**src/rtl/sram_arbiter.sv**
```systemverilog
// Two-port round-robin SRAM arbiter with read bursts (8-byte stride).
// Optional perf counters: define SRAM_ARB_PERF_CNT_EN.
module sram_arbiter #(
  parameter int ADDR_W = 32,
  parameter int DATA_W = 64,
  parameter int LEN_W  = 8
) (
  input  logic              clk_i,
  input  logic              rst_ni,
  input  logic              req0_valid_i,
  output logic              req0_ready_o,
  input  logic              req0_we_i,
  input  logic [ADDR_W-1:0] req0_addr_i,
  input  logic [DATA_W-1:0] req0_wdata_i,
  input  logic [LEN_W-1:0]  req0_len_i,
  input  logic              req1_valid_i,
  output logic              req1_ready_o,
  input  logic              req1_we_i,
  input  logic [ADDR_W-1:0] req1_addr_i,
  input  logic [DATA_W-1:0] req1_wdata_i,
  input  logic [LEN_W-1:0]  req1_len_i,
  output logic              rsp0_valid_o,
  output logic [DATA_W-1:0] rsp0_rdata_o,
  output logic              rsp1_valid_o,
  output logic [DATA_W-1:0] rsp1_rdata_o,
  output logic              sram_en_o,
  output logic              sram_we_o,
  output logic [ADDR_W-1:0] sram_addr_o,
  output logic [DATA_W-1:0] sram_wdata_o,
  input  logic [DATA_W-1:0] sram_rdata_i
`ifdef SRAM_ARB_PERF_CNT_EN
  ,
  output logic [31:0]       stall_cnt_o,
  output logic [31:0]       beat_cnt_o
`endif
);

  typedef enum logic {IDLE, BURST} state_e;

  state_e              state_q, state_d;
  logic                pri_q, pri_d;
  logic                own_q, own_d;
  logic [LEN_W-1:0]    cnt_q, cnt_d;
  logic                en_q, en_d;
  logic                we_q, we_d;
  logic [ADDR_W-1:0]   addr_q, addr_d;
  logic [DATA_W-1:0]   wdata_q, wdata_d;
  logic [1:0]          rsp_q, rsp_d;

  logic [1:0]          vld;
  logic                gnt;
  logic                accept;
  logic                c_we;
  logic [ADDR_W-1:0]   c_addr;
  logic [DATA_W-1:0]   c_wdata;
  logic [LEN_W-1:0]    c_len;

  assign vld = {req1_valid_i, req0_valid_i};

  // pri_q names the favoured requester; fall back to the other one.
  always_comb begin
    gnt = pri_q;
    if (!vld[pri_q]) gnt = ~pri_q;
  end

  assign c_we    = gnt ? req1_we_i    : req0_we_i;
  assign c_addr  = gnt ? req1_addr_i  : req0_addr_i;
  assign c_wdata = gnt ? req1_wdata_i : req0_wdata_i;
  assign c_len   = gnt ? req1_len_i   : req0_len_i;

  always_ff @(posedge clk_i) begin
    if (!rst_ni) begin
      state_q <= IDLE;
      pri_q   <= 1'b0;
      own_q   <= 1'b0;
      cnt_q   <= '0;
      en_q    <= 1'b0;
      we_q    <= 1'b0;
      addr_q  <= '0;
      wdata_q <= '0;
      rsp_q   <= '0;
    end else begin
      state_q <= state_d;
      pri_q   <= pri_d;
      own_q   <= own_d;
      cnt_q   <= cnt_d;
      en_q    <= en_d;
      we_q    <= we_d;
      addr_q  <= addr_d;
      wdata_q <= wdata_d;
      rsp_q   <= rsp_d;
    end
  end

  always_comb begin
    state_d = state_q;
    pri_d   = pri_q;
    own_d   = own_q;
    cnt_d   = cnt_q;
    en_d    = 1'b0;
    we_d    = 1'b0;
    addr_d  = addr_q;
    wdata_d = wdata_q;
    unique case (state_q)
      IDLE: begin
        if (accept) begin
          en_d    = 1'b1;
          we_d    = c_we;
          addr_d  = c_addr;
          wdata_d = c_wdata;
          own_d   = gnt;
          pri_d   = ~gnt;
          cnt_d   = c_len;
          if (!c_we && c_len != '0) state_d = BURST;
        end
      end
      BURST: begin
        en_d   = 1'b1;
        addr_d = addr_q + ADDR_W'(8);
        cnt_d  = cnt_q - LEN_W'(1);
        if (cnt_q == LEN_W'(1)) state_d = IDLE;
      end
      default: state_d = IDLE;
    endcase
  end

  always_comb begin
    req0_ready_o = (state_q == IDLE) && !gnt && req0_valid_i;
    req1_ready_o = (state_q == IDLE) &&  gnt && req1_valid_i;
  end

  assign accept = req0_ready_o | req1_ready_o;

  // Read data returns one cycle after the read beat.
  assign rsp_d = {2{en_q & ~we_q}} & {own_q, ~own_q};

  assign sram_en_o    = en_q;
  assign sram_we_o    = we_q;
  assign sram_addr_o  = addr_q;
  assign sram_wdata_o = wdata_q;
  assign rsp0_valid_o = rsp_q[0];
  assign rsp1_valid_o = rsp_q[1];
  assign rsp0_rdata_o = sram_rdata_i;
  assign rsp1_rdata_o = sram_rdata_i;

`ifdef SRAM_ARB_PERF_CNT_EN
  logic [31:0] stall_q, stall_d;
  logic [31:0] beat_q, beat_d;
  logic        stall;

  assign stall = (req0_valid_i & ~req0_ready_o) |
                 (req1_valid_i & ~req1_ready_o);

  always_comb begin
    stall_d = stall_q;
    beat_d  = beat_q;
    if (stall && !(&stall_q)) stall_d = stall_q + 32'd1;
    if (en_q && !(&beat_q))   beat_d  = beat_q + 32'd1;
  end

  always_ff @(posedge clk_i) begin
    if (!rst_ni) begin
      stall_q <= '0;
      beat_q  <= '0;
    end else begin
      stall_q <= stall_d;
      beat_q  <= beat_d;
    end
  end

  assign stall_cnt_o = stall_q;
  assign beat_cnt_o  = beat_q;
`endif

endmodule
```
**config.mk**
```make
export PLATFORM = sky130hd
export DESIGN_NAME = sram_arbiter
export DESIGN_NICKNAME = d
export VERILOG_FILES = /design/src/rtl/sram_arbiter.sv
export SDC_FILE = /design/constraint.sdc
export NUM_CORES = 1
export LEC_CHECK = 0
export BUFFER_PORTS_ARGS = -buffer_cell sky130_fd_sc_hd__buf_2
export CORE_AREA = 2 2 196 198
export DETAILED_ROUTE_END_ITERATION = 8
export DIE_AREA = 0 0 198 200
export HOLD_SLACK_MARGIN = 0.06
export RECOVER_POWER = 25
export SYNTH_ARGS = -nofsm -noshare
export SYNTH_HDL_FRONTEND = slang
export SYNTH_SLANG_ARGS = --single-unit
```
**constraint.sdc**
```tcl
create_clock -name clk_i -period 3.9 [get_ports clk_i]
set_input_delay 0.39 -clock clk_i [delete_from_list [all_inputs] [get_ports clk_i]]
set_output_delay 0.39 -clock clk_i [all_outputs]
set_load 0.02 [all_outputs]
```
==> metrics.log, run 1 <==
[metrics] internal power contribution: 0.002167 W
[metrics] buffers added on ports: 315
[metrics] switching power share of the total: 0.3591
[metrics] final critical-path required period: roughly 2600 ps
[metrics] maximum count of clock buffers along a single path: 2
[metrics] Yosys warnings: 0
[metrics] VDD IR max: 0.1660 mV
[metrics] synthesized net count: 1042
[metrics] class of the most critical hold timing path: input port to flip-flop
[metrics] Critical Path Slowest Stage Cell: sky130_fd_sc_hd__and3_2
[metrics] number of I/O pins: 508
[metrics] status: completed
[metrics] prevailing post-synth register cell: sky130_fd_sc_hd__dfxtp_1
[metrics] global-route wire length before repair: 37.05 mm
[metrics] GR Util All Layers: 0.1290
[metrics] Placement Cell Area: 7528 um^2
[metrics] count of cell types in the netlist: 65
[metrics] share of the clock period used by the worst path: 0.6775
[metrics] actual transition at the worst max-transition pin: 976.9 ps
[metrics] layout-stage area growth over the synthesis result: 23.11%
[metrics] power per unit of standard cell area: around 430 nW/um^2
[metrics] f_max: 378.5 MHz
[metrics] critical path launch point type: flip-flop
[metrics] CTS tree: built
[metrics] via-per-instance ratio: approximately 4.4
[metrics] Resized cells post-CTS: 0
[metrics] Worst Setup Path Type: flip-flop to output port
[metrics] post-synthesis average cell area: 8.354 um^2
[metrics] combinational fraction of design power: 0.299
[metrics] endpoint type of the worst setup path: output port
[metrics] EDFF count, synth: 0
[metrics] total grt overflow: 0
[metrics] final wirelength: 27.58 mm
[metrics] synthesized netlist cell count: roughly 760
[metrics] number of buffers added to fix hold violations after cts: 0
[metrics] cell row count: 71
[metrics] effective utilization at floorplan: 0.1700
[metrics] Antenna Nets Post-Route: 0
[metrics] number of search-and-repair iterations in the first detailed-routing pass: 8
[metrics] share of async-settable or async-resettable flops after synthesis: 0
[metrics] leakage power summed over all cells: 3.459 nW
[metrics] total negative slack: 0 ps
[metrics] area of all placed cells without fillers: 7826 um^2
[metrics] synthesized-area fraction occupied by xor and xnor cells: 0.01102
[metrics] total setup violations reported at the end of the flow: 0
[metrics] count of final hold-check violations: 0
[metrics] max-slew violation total from the final report: 0
[metrics] register bit count reported by yosys: 111
[metrics] max-capacitance violation count: 0
[metrics] vias in the first global route: 5773
[metrics] GPL Wtd Cong: ~0.8
[metrics] sequential-to-total area share from yosys stat: 0.3495
[metrics] synthesized-area fraction occupied by ao, oa, aoi and oai cells: 0.2078
[metrics] area of the core region: 37400 um^2
[metrics] antenna violations before repair: 7
[metrics] PnR worst setup slack: 1258 ps
[metrics] commonest cells after routing, fill and taps aside: sky130_fd_sc_hd__buf_2, sky130_fd_sc_hd__dfxtp_1, sky130_fd_sc_hd__nand2_1, sky130_fd_sc_hd__a222oi_1, sky130_fd_sc_hd__nor2_1
[metrics] height of the die: 200 um
[metrics] area share of and/or/nand/nor cells after synthesis: 0.2137
[metrics] half-perimeter wire length of the detailed placement result: roughly 22 mm
[metrics] setup repair after global routing missed its margin: no
[metrics] vias after detailed routing: 6282
[metrics] number of buffers added for setup after CTS: 0
[metrics] worst-path maximum fanout: 33
[metrics] clock transition at the registers of the reported paths: 90 ps
[metrics] mux share of post-synthesis cell area: 0.02480
[metrics] Die Area: 39600 um^2
[metrics] routed length per instance: 19.22 um
[metrics] pin count of the biggest net entering global routing: 72
[metrics] worst skew pair latency: ~360 ps
[metrics] most frequent standard cell in the layout excluding fill and tap cells: sky130_fd_sc_hd__buf_2
[metrics] headroom to the max-slew limit: 0.3472
[metrics] post-synthesis adder-cell area fraction: 0.005904
[metrics] worst clock skew on the final layout: 13.96 ps
[metrics] combinational family with the most area after synthesis: simple AND/OR/NAND/NOR gates
[metrics] power dissipated by switching net loads: 0.001215 W
[metrics] data arrival time of the critical path: between 2000 and 2500 ps
[metrics] number of nets in the layout: 1200
[metrics] worst path required time: 3510 ps
[metrics] Worst Path Buf+Inv: 2
[metrics] highest cell delay on the worst timing path: 770 ps
[metrics] clock sink count: 111
[metrics] count of unresolved DRC violations after routing: 0
[metrics] DRT iter0 DRCs: 490
[metrics] part of the power in the clock network: 0.286
[metrics] sequential share of power: 0.415
[metrics] critical-path cell list: inv_1 -> and3_2 -> buf_2
[metrics] synthesized area: 6357 um^2
[metrics] placement-stage worst setup slack: 1500 ps
[metrics] deepest level of the CTS H-tree: 3
[metrics] CP delay by family, top: simple AND/OR/NAND/NOR gates
[metrics] Root Buffer Master: sky130_fd_sc_hd__clkbuf_16
[metrics] width of the chip: 198 um
[metrics] fraction of final layout cells sized beyond drive strength 1: 0.3976
[metrics] cts bufs inserted: 9
==> power by group through the flow <==
stage	registers [W]	clock network (W)	logic, W
3_3_place_gp	0.00142	0	0.00101
6_report	0.00140	0.000968	0.00101
4_1_cts	0.00140	0.00101	0.00102
5_1_grt	0.00142	0.00105	0.00110
2_1_floorplan	0.00154	0	0.000663
3_5_place_dp	0.00142	0	0.00102
==> final timing paths <==
check | from | endpoint | slack, ps | depth (start not counted)
worst min register to register | sram_wdata_o[15] | sram_wdata_o[15] | 430 | 2
worst min-delay path | req1_wdata_i[20] | sram_wdata_o[20] | 240 | 3
worst max register to register | state_q | sram_addr_o[26] | 1610 | 7
worst max-delay path | state_q | req1_ready_o | 1260 | 3
==> kinds of logic after synthesis <==
family,after synthesis
buffers and inverters,186
adders and majority gates,3
xor gates and xnor gates,8
DFF,111
AOI/OAI and AO/OA,166
muxes,15
and+or+nand+nor,272
==> flip-flops by register name, indices dropped and copies added (netlist names) <==
| signal | cells |
|---|---|
| sram_wdata_o | 64 |
| rsp_q | 2 |
| pri_q | 1 |
| sram_we_o | 1 |
| state_q | 1 |
| sram_en_o | 1 |
| sram_addr_o | 32 |
| cnt_q | 8 |
| own_q | 1 |
==> worst register-to-register path, stage by stage (launching register included) <==
cell                       delay, ps
sky130_fd_sc_hd__dfxtp_1         400
sky130_fd_sc_hd__buf_4           280
sky130_fd_sc_hd__nor3_2          670
sky130_fd_sc_hd__buf_4           300
sky130_fd_sc_hd__nor2_1           60
sky130_fd_sc_hd__nor4b_1         150
sky130_fd_sc_hd__a211oi_1        220
sky130_fd_sc_hd__a311oi_1         70
==> cells in the mapped netlist (9+ instances only) <==
| cell | n | share of area |
|---|---|---|
| sky130_fd_sc_hd__nand3_1 | 30 | 0.024 |
| sky130_fd_sc_hd__nor2_1 | 52 | 0.031 |
| sky130_fd_sc_hd__nor3_1 | 9 | 0.0071 |
| sky130_fd_sc_hd__o21ai_0 | 14 | 0.011 |
| sky130_fd_sc_hd__buf_4 | 128 | 0.15 |
| sky130_fd_sc_hd__a21oi_1 | 26 | 0.020 |
| sky130_fd_sc_hd__dfxtp_1 | 111 | 0.35 |
| sky130_fd_sc_hd__and3_1 | 14 | 0.014 |
| sky130_fd_sc_hd__mux2i_1 | 9 | 0.014 |
| sky130_fd_sc_hd__nor2b_1 | 31 | 0.031 |
| sky130_fd_sc_hd__clkbuf_1 | 45 | 0.027 |
| sky130_fd_sc_hd__nor4_1 | 11 | 0.011 |
| sky130_fd_sc_hd__nand2_1 | 92 | 0.054 |
| sky130_fd_sc_hd__a222oi_1 | 56 | 0.088 |
==> final cells by class <==
type                    count  area (um^2)
diodes                      1        2.502
clock buffers               9        225.2
clock inverters             6        70.07
fillers                  4167        29570
inverters                   5        18.77
multi-input cells         464         2974
flip-flops and latches    111         2222
well taps                 511        639.4
repair buffers            328         1674
==> metal layers <==
metal / GRT usage / part of all wire
met5: 0.004938 / 0.0029
met4: 0.06266 / 0.038
met3: 0.04755 / 0.10
met2: 0.2285 / 0.50
met1: 0.1353 / 0.36
==> metrics by stage <==
| stage | total power [W] | cells | hold WS [ps] | util |
|---|---|---|---|---|
| floorplan | 0.002201 | 761 | 414.0 | - |
| global placement | 0.002432 | 1419 | 422.7 | 0.2013 |
| detailed placement | 0.002444 | 1419 | 423.9 | 0.2013 |
| CTS | 0.003437 | 1434 | 220.0 | 0.2092 |
| global route | 0.003568 | 1434 | 234.6 | 0.2092 |
| finish | 0.003382 | 1435 | 244.8 | 0.2093 |
Note: power is estimated with default switching activity, not from simulation.
==> run 2: changes to the inputs <==
--- a/config.mk
+++ b/config.mk
@@ -5,10 +5,11 @@
 export SDC_FILE = /design/constraint.sdc
 export NUM_CORES = 1
 export LEC_CHECK = 0
+export ABC_AREA = 1
 export BUFFER_PORTS_ARGS = -buffer_cell sky130_fd_sc_hd__buf_2
-export CORE_AREA = 2 2 196 198
+export CORE_AREA = 2 2 197 199
 export DETAILED_ROUTE_END_ITERATION = 8
-export DIE_AREA = 0 0 198 200
+export DIE_AREA = 0 0 199 201
 export HOLD_SLACK_MARGIN = 0.06
 export RECOVER_POWER = 25
 export SYNTH_ARGS = -nofsm -noshare
==> constraint.sdc (replaced) <==
create_clock -name clk_i -period 2.3 [get_ports clk_i]
set_input_delay 0.23 -clock clk_i [delete_from_list [all_inputs] [get_ports clk_i]]
set_output_delay 0.23 -clock clk_i [all_outputs]
set_load 0.02 [all_outputs]
==> run 2 against run 1 <==
- sequential share of layout area down 1.8 points
- highest routed layer unchanged
- worst hold slack lost 140 ps
- synthesized cell count rose by 39%
- non-clock buffer count rose by 15
- critical path depth is 2 higher
- critical endpoint is now req0_ready_o
- via count increased by 15%
==> metrics.log, run 2 <==
[metrics] Cell Count, Final, Fillers Out: 1754
[metrics] most frequent standard cell in the layout excluding fill and tap cells: sky130_fd_sc_hd__nand2_1
[metrics] clock transition at the registers of the reported paths: 70 ps
[metrics] number of cells after detailed placement: 1737
[metrics] headroom to the max-slew limit: 0.5934
[metrics] layout-stage area growth over the synthesis result: 22.04%
[metrics] vias in the first global route: 6925
[metrics] Worst Setup Path Type: flip-flop to output port
[metrics] critical path launch point type: flip-flop
[metrics] sequential-to-total area share from yosys stat: 0.3243
[metrics] final critical-path required period: 2103 ps
[metrics] final wirelength: 26.64 mm
[metrics] total setup violations reported at the end of the flow: 0
[metrics] worst skew pair latency: 390 ps
[metrics] area of all placed cells without fillers: 8363 um^2
[metrics] synthesized area: approximately 6900 um^2
[metrics] prevailing post-synth register cell: sky130_fd_sc_hd__dfxtp_1
[metrics] VDD IR max: 0.3823 mV
[metrics] CTS tree: built
[metrics] max reg flops: 64
[metrics] count of final hold-check violations: 0
[metrics] clock sink count: 111
[metrics] area of the core region: roughly 38000 um^2
[metrics] maximum count of clock buffers along a single path: 2
[metrics] worst path required time: 2070 ps
[metrics] Placement Cell Area: 8092 um^2
[metrics] vias after detailed routing: 7205
[metrics] f_max: 475.5 MHz
[metrics] deepest level of the CTS H-tree: 3
[metrics] synthesized netlist cell count: approximately 1100
[metrics] worst clock skew on the final layout: 8.464 ps
[metrics] Root Buffer Master: sky130_fd_sc_hd__clkbuf_16
[metrics] Antenna Nets Post-Route: 0
[metrics] cts bufs inserted: 9
[metrics] cell row count: ~70
[metrics] number of search-and-repair iterations in the first detailed-routing pass: 5
[metrics] height of the die: approximately 200 um
[metrics] synthesized net count: 1335
[metrics] total negative slack: 0 ps
[metrics] class of the most critical hold timing path: input port to flip-flop
[metrics] number of nets in the layout: 1511
[metrics] library cell with the highest instance count after synthesis: sky130_fd_sc_hd__nand2_1
[metrics] actual transition at the worst max-transition pin: around 610 ps
[metrics] power per unit of standard cell area: between 700 and 800 nW/um^2
[metrics] DRT iter0 DRCs: approximately 290
[metrics] main area contributors after synthesis: sky130_fd_sc_hd__dfxtp_1, sky130_fd_sc_hd__nand2_1, sky130_fd_sc_hd__buf_4
[metrics] post-layout power: 0.005889 W
[metrics] total grt overflow: 0
[metrics] register bit count reported by yosys: roughly 110
[metrics] Worst Hold Margin: roughly 110 ps
[metrics] half-perimeter wire length of the detailed placement result: 21.52 mm
[metrics] commonest cells after routing, fill and taps aside: sky130_fd_sc_hd__nand2_1, sky130_fd_sc_hd__buf_2, sky130_fd_sc_hd__dfxtp_1, sky130_fd_sc_hd__inv_1, sky130_fd_sc_hd__nor2_1
[metrics] pin count of the biggest net entering global routing: 45
[metrics] share of async-settable or async-resettable flops after synthesis: 0
[metrics] number of I/O pins: 508
[metrics] worst-path maximum fanout: 31
[metrics] via-per-instance ratio: 4.108
[metrics] share of the clock period used by the worst path: 0.9145
[metrics] share of the synthesized area in the top cell type: 0.3243
[metrics] data arrival time of the critical path: 1870 ps
[metrics] count of cell types in the netlist: 38
[metrics] leading cell types by count after synthesis: sky130_fd_sc_hd__nand2_1, sky130_fd_sc_hd__buf_4, sky130_fd_sc_hd__dfxtp_1
[metrics] width of the chip: 199 um
[metrics] EDFF count, synth: 0
[metrics] buffers added on ports: 315
[metrics] effective utilization at floorplan: 0.1798
[metrics] GR Util All Layers: 0.1324
[metrics] global-route wire length before repair: 39.76 mm
[metrics] antenna violations before repair: 4
[metrics] endpoint type of the worst setup path: output port
[metrics] count of unresolved DRC violations after routing: 0
[metrics] post-synthesis average cell area: 6.502 um^2
[metrics] max-slew violation total from the final report: 0
[metrics] Yosys top cell by area: sky130_fd_sc_hd__dfxtp_1
[metrics] number of buffers added to fix hold violations after cts: 0
[metrics] status: completed
[metrics] fraction of final layout cells sized beyond drive strength 1: 0.3049
[metrics] GPL Wtd Cong: 0.8762
[metrics] setup repair after global routing missed its margin: no
[metrics] Yosys warnings: 0
[metrics] leakage power summed over all cells: 3.846 nW
[metrics] routed length per instance: 15.19 um
[metrics] max-capacitance violation count: 0
[metrics] Die Area: around 40000 um^2
-- run 2: final timing paths --
check	startpoint	end	slack (ps)	cells past startpoint
setup reg to reg	sram_addr_o[4]	sram_addr_o[21]	370	9
hold reg to reg	sram_wdata_o[37]	sram_wdata_o[37]	460	2
setup / recovery	pri_q	req0_ready_o	200	5
hold / removal	req1_wdata_i[25]	sram_wdata_o[25]	110	3
-- run 2: area by class of cell --
class                   instances  area (um^2)
fillers                      4362        29740
multi-input cells             691         3153
flip-flops and latches        111         2222
repair buffers                343         1787
well taps                     518        648.1
inverters                      74        284.0
clock buffers                   9        225.2
clock inverters                 5        36.28
diodes                          3        7.507
-- run 2: logic make-up (layout without fill, tap and decap cells) --
| logic type | after synthesis | after routing | share of synthesized area |
|---|---|---|---|
| and+or+nand+nor | 523 | 523 | 0.3115 |
| buffers and inverters | 252 | 431 | 0.2156 |
| AOI/OAI and AO/OA | 163 | 163 | 0.1406 |
| DFF | 111 | 111 | 0.3243 |
| adders and majority gates | 3 | 3 | 0.005478 |
| xor gates and xnor gates | 2 | 2 | 0.002557 |
| other | 0 | 3 | 0 |
-- run 2: worst max-delay path, cell delays in order, from the launching register on --
cell and delay (ps):
sky130_fd_sc_hd__dfxtp_1 350, sky130_fd_sc_hd__inv_1 70, sky130_fd_sc_hd__nand2_1 110, sky130_fd_sc_hd__nand4_2 160, sky130_fd_sc_hd__inv_2 490, sky130_fd_sc_hd__buf_2 280
-- run 2: per-layer routing --
metal,vias to the layer above,global-route usage,wire length [um]
met5,-,0,34
met1,3166,0.1467,10600
met4,4,0.05810,804
li1,3633,-,-
met2,342,0.2298,12940
met3,60,0.04284,2257
-- run 2: per-stage QoR --
step	util	worst slack [ps]
floorplan	-	645.9
global placement	0.2123	350.1
detailed placement	0.2123	354.5
CTS	0.2192	34.82
global route	0.2193	45.29
finish	0.2195	196.7
-- run 2: repair_timing --
item	in CTS	in global routing
buffers inserted	0	0
setup endpoints to repair	0	1
gates resized for setup	0	2
-- run 2: power by group --
part / internal [W] / leakage, nW / switching, W
logic: 0.000681 / 2.81 / 0.00129
registers: 0.00217 / 0.913 / 0.000215
clock network: 0.000727 / 0.125 / 0.000806
==> run 3: changes to the inputs <==
==> config.mk (replaced) <==
export PLATFORM = sky130hd
export DESIGN_NAME = sram_arbiter
export DESIGN_NICKNAME = d
export VERILOG_FILES = /design/src/rtl/sram_arbiter.sv
export SDC_FILE = /design/constraint.sdc
export NUM_CORES = 1
export LEC_CHECK = 0
export ABC_AREA = 1
export CELL_PAD_IN_SITES_DETAIL_PLACEMENT = 2
export CELL_PAD_IN_SITES_GLOBAL_PLACEMENT = 2
export CORE_AREA = 2 2 199 201
export DETAILED_ROUTE_END_ITERATION = 8
export DIE_AREA = 0 0 201 203
export DONT_BUFFER_PORTS = 1
export HOLD_SLACK_MARGIN = 0.06
export PLACE_DENSITY_LB_ADDON = 0.1
export RECOVER_POWER = 25
export SETUP_SLACK_MARGIN = 0.05
export SYNTH_ARGS = -nofsm -noshare
export SYNTH_HDL_FRONTEND = slang
export SYNTH_SLANG_ARGS = --single-unit
==> run 3 against run 2 <==
- non-clock buffer count fell by 175
- via count fell by 7.2%
- total power rose by 2.3%
- clock power rose by 13%
- largest cell class unchanged
- design area fell by 1.8%
- sequential share of layout area rose by 0.48 points
- sequential power rose by 8.8%
- worst hold slack got worse by 22 ps
- critical endpoint is now sram_wdata_o[61]
- utilization fell by 0.59 points
==> metrics.log, run 3 (same netlist as run 2, synthesis figures left out) <==
[metrics] status: completed
[metrics] Worst Path Buf+Inv: 4
[metrics] share of the clock period used by the worst path: 0.8754
[metrics] max-capacitance violation count: 0
[metrics] CP delay by family, top: buffers and inverters
[metrics] worst skew pair latency: 380 ps
[metrics] critical path depth: 9
[metrics] Worst Setup Path Type: flip-flop to flip-flop
[metrics] pin count of the biggest net entering global routing: 72
[metrics] number of I/O pins: 508
[metrics] worst reg2reg path endpoint: sram_wdata_o[61]
[metrics] global-route wire length before repair: 46.91 mm
[metrics] worst r2r src: pri_q
[metrics] f_max: about 500 MHz
[metrics] R2R cell count: 9
[metrics] critical-path cell list: inv_1 -> nand2_1 -> nand2_2 -> nand3_2 -> buf_4 -> inv_4 -> a22oi_1 -> dlygate4sd3_1 -> a21oi_1
[metrics] Cell Count, Final, Fillers Out: around 1600
[metrics] area of the core region: 38470 um^2
[metrics] deepest level of the CTS H-tree: 3
[metrics] Critical Path Slowest Stage Cell: sky130_fd_sc_hd__dlygate4sd3_1
[metrics] power dissipated by switching net loads: 0.002355 W
[metrics] GR Util All Layers: 0.1500
[metrics] number of nets in the layout: 1336
[metrics] height of the die: 203 um
[metrics] DRT iter0 DRCs: 132
[metrics] Worst Hold Margin: 86.01 ps
[metrics] switching power share of the total: 0.3909
[metrics] final critical-path required period: 2013 ps
[metrics] clock transition at the registers of the reported paths: approximately 80 ps
[metrics] combinational fraction of design power: 0.281
[metrics] critical path launch point type: flip-flop
[metrics] count of final hold-check violations: 0
[metrics] worst clock skew on the final layout: 13.40 ps
[metrics] routed length per instance: 19.36 um
[metrics] Hold Path Cell Cnt: 2
[metrics] clock sink count: 111
[metrics] # diodes: 0
[metrics] total grt overflow: 0
[metrics] headroom to the max-slew limit: 0.4304
[metrics] maximum count of clock buffers along a single path: 2
[metrics] Endpoint, Worst Hold: sram_wdata_o[28]
[metrics] Die Area: between 40000 and 50000 um^2
[metrics] worst-path maximum fanout: 19
[metrics] CTS tree: built
[metrics] antenna violations before repair: 0
[metrics] number of search-and-repair iterations in the first detailed-routing pass: 4
[metrics] data arrival time of the critical path: roughly 2300 ps
[metrics] Hold Startpoint: req0_wdata_i[28]
[metrics] cts bufs inserted: 9
[metrics] actual transition at the worst max-transition pin: 851.6 ps
[metrics] max reg flops: 64
[metrics] vias in the first global route: 7509
[metrics] total negative slack: 0 ps
[metrics] class of the most critical hold timing path: input port to flip-flop
[metrics] endpoint type of the worst setup path: flip-flop
[metrics] final wirelength: 30.53 mm
[metrics] leakage power summed over all cells: 3.116 nW
[metrics] count of unresolved DRC violations after routing: 0
[metrics] power per unit of standard cell area: approximately 730 nW/um^2
[metrics] sequential share of power: 0.432
[metrics] buffers added on ports: 0
[metrics] worst path required time: 2550 ps
[metrics] post-layout power: between 0.006 and 0.007 W
[metrics] Antenna Nets Post-Route: 0
[metrics] effective utilization at floorplan: 0.1781
[metrics] setup repair after global routing missed its margin: no
[metrics] internal power contribution: roughly 0.0037 W
[metrics] VDD IR max: 0.3329 mV
[metrics] vias after detailed routing: 6688
[metrics] half-perimeter wire length of the detailed placement result: around 23 mm
[metrics] highest cell delay on the worst timing path: 580 ps
[metrics] number of buffers added for setup after CTS: 0
[metrics] number of cells after detailed placement: ~1400
[metrics] worst reg-to-reg setup slack: approximately 290 ps
[metrics] GPL Wtd Cong: roughly 0.7
[metrics] fraction of final layout cells sized beyond drive strength 1: 0.07177
[metrics] layout-stage area growth over the synthesis result: 19.86%
[metrics] total setup violations reported at the end of the flow: 0
[metrics] via-per-instance ratio: 4.241
[metrics] commonest cells after routing, fill and taps aside: sky130_fd_sc_hd__nand2_1, sky130_fd_sc_hd__dlygate4sd3_1, sky130_fd_sc_hd__dfxtp_1, sky130_fd_sc_hd__inv_1, sky130_fd_sc_hd__nor2_1
[metrics] width of the chip: 201 um
[metrics] max-slew violation total from the final report: 0
[metrics] part of the power in the clock network: 0.287
[metrics] Root Buffer Master: sky130_fd_sc_hd__clkbuf_16
[metrics] cell row count: 72
[metrics] most frequent standard cell in the layout excluding fill and tap cells: sky130_fd_sc_hd__nand2_1
[metrics] share of the core filled with cells in the final layout: 0.2135
[run 3: repair_timing]
item	in CTS	in global routing
endpoints found under the setup margin	0	2
hold endpoints to repair	83	0
hold buffers	125	0
resized for setup	0	2
[run 3: cell type report]
type / count / area (um^2)
Inverter: 74 / 284.0
Fill cell: 4626 / 30250
Clock inverter: 4 / 52.55
Clock buffer: 11 / 242.7
Tap cell: 518 / 648.1
Sequential cell: 111 / 2222
Multi-Input combinational cell: 691 / 3153
Timing Repair Buffer: 168 / 1612
[run 3: how the worst max path moves through the flow]
| stage | start | to | slack (ps) |
|---|---|---|---|
| 6_report | pri_q | sram_wdata_o[61] | 290 |
| 5_1_grt | pri_q | sram_wdata_o[61] | 60 |
| 4_1_cts | pri_q | sram_wdata_o[61] | 110 |
| 3_5_place_dp | pri_q | sram_addr_o[14] | 330 |
| 3_3_place_gp | pri_q | sram_addr_o[4] | 340 |
| 2_1_floorplan | sram_addr_o[4] | sram_addr_o[23] | 650 |
[run 3: layer usage]
metal / global-route usage / share of wire
met5: 0 / 0
met3: 0.04093 / 0.061
met2: 0.2671 / 0.50
met4: 0.03439 / 0.0097
met1: 0.1789 / 0.43
[run 3: power groups by stage]
stage	logic, W	registers, W	clock network [W]
2_1_floorplan	0.00126	0.00263	0
3_3_place_gp	0.00156	0.00266	0
3_5_place_dp	0.00158	0.00266	0
4_1_cts	0.00177	0.00261	0.00187
5_1_grt	0.00194	0.00265	0.00192
6_report	0.00169	0.00260	0.00173
[run 3: metrics by stage]
stage / setup slack (ps) / instance area (um^2)
6_report: 286.5 / 8214
5_1_grt: 57.01 / 8214
4_1_cts: 113.0 / 8212
3_5_place_dp: 333.5 / 6665
3_3_place_gp: 344.3 / 6665
2_1_floorplan: 645.9 / 6853
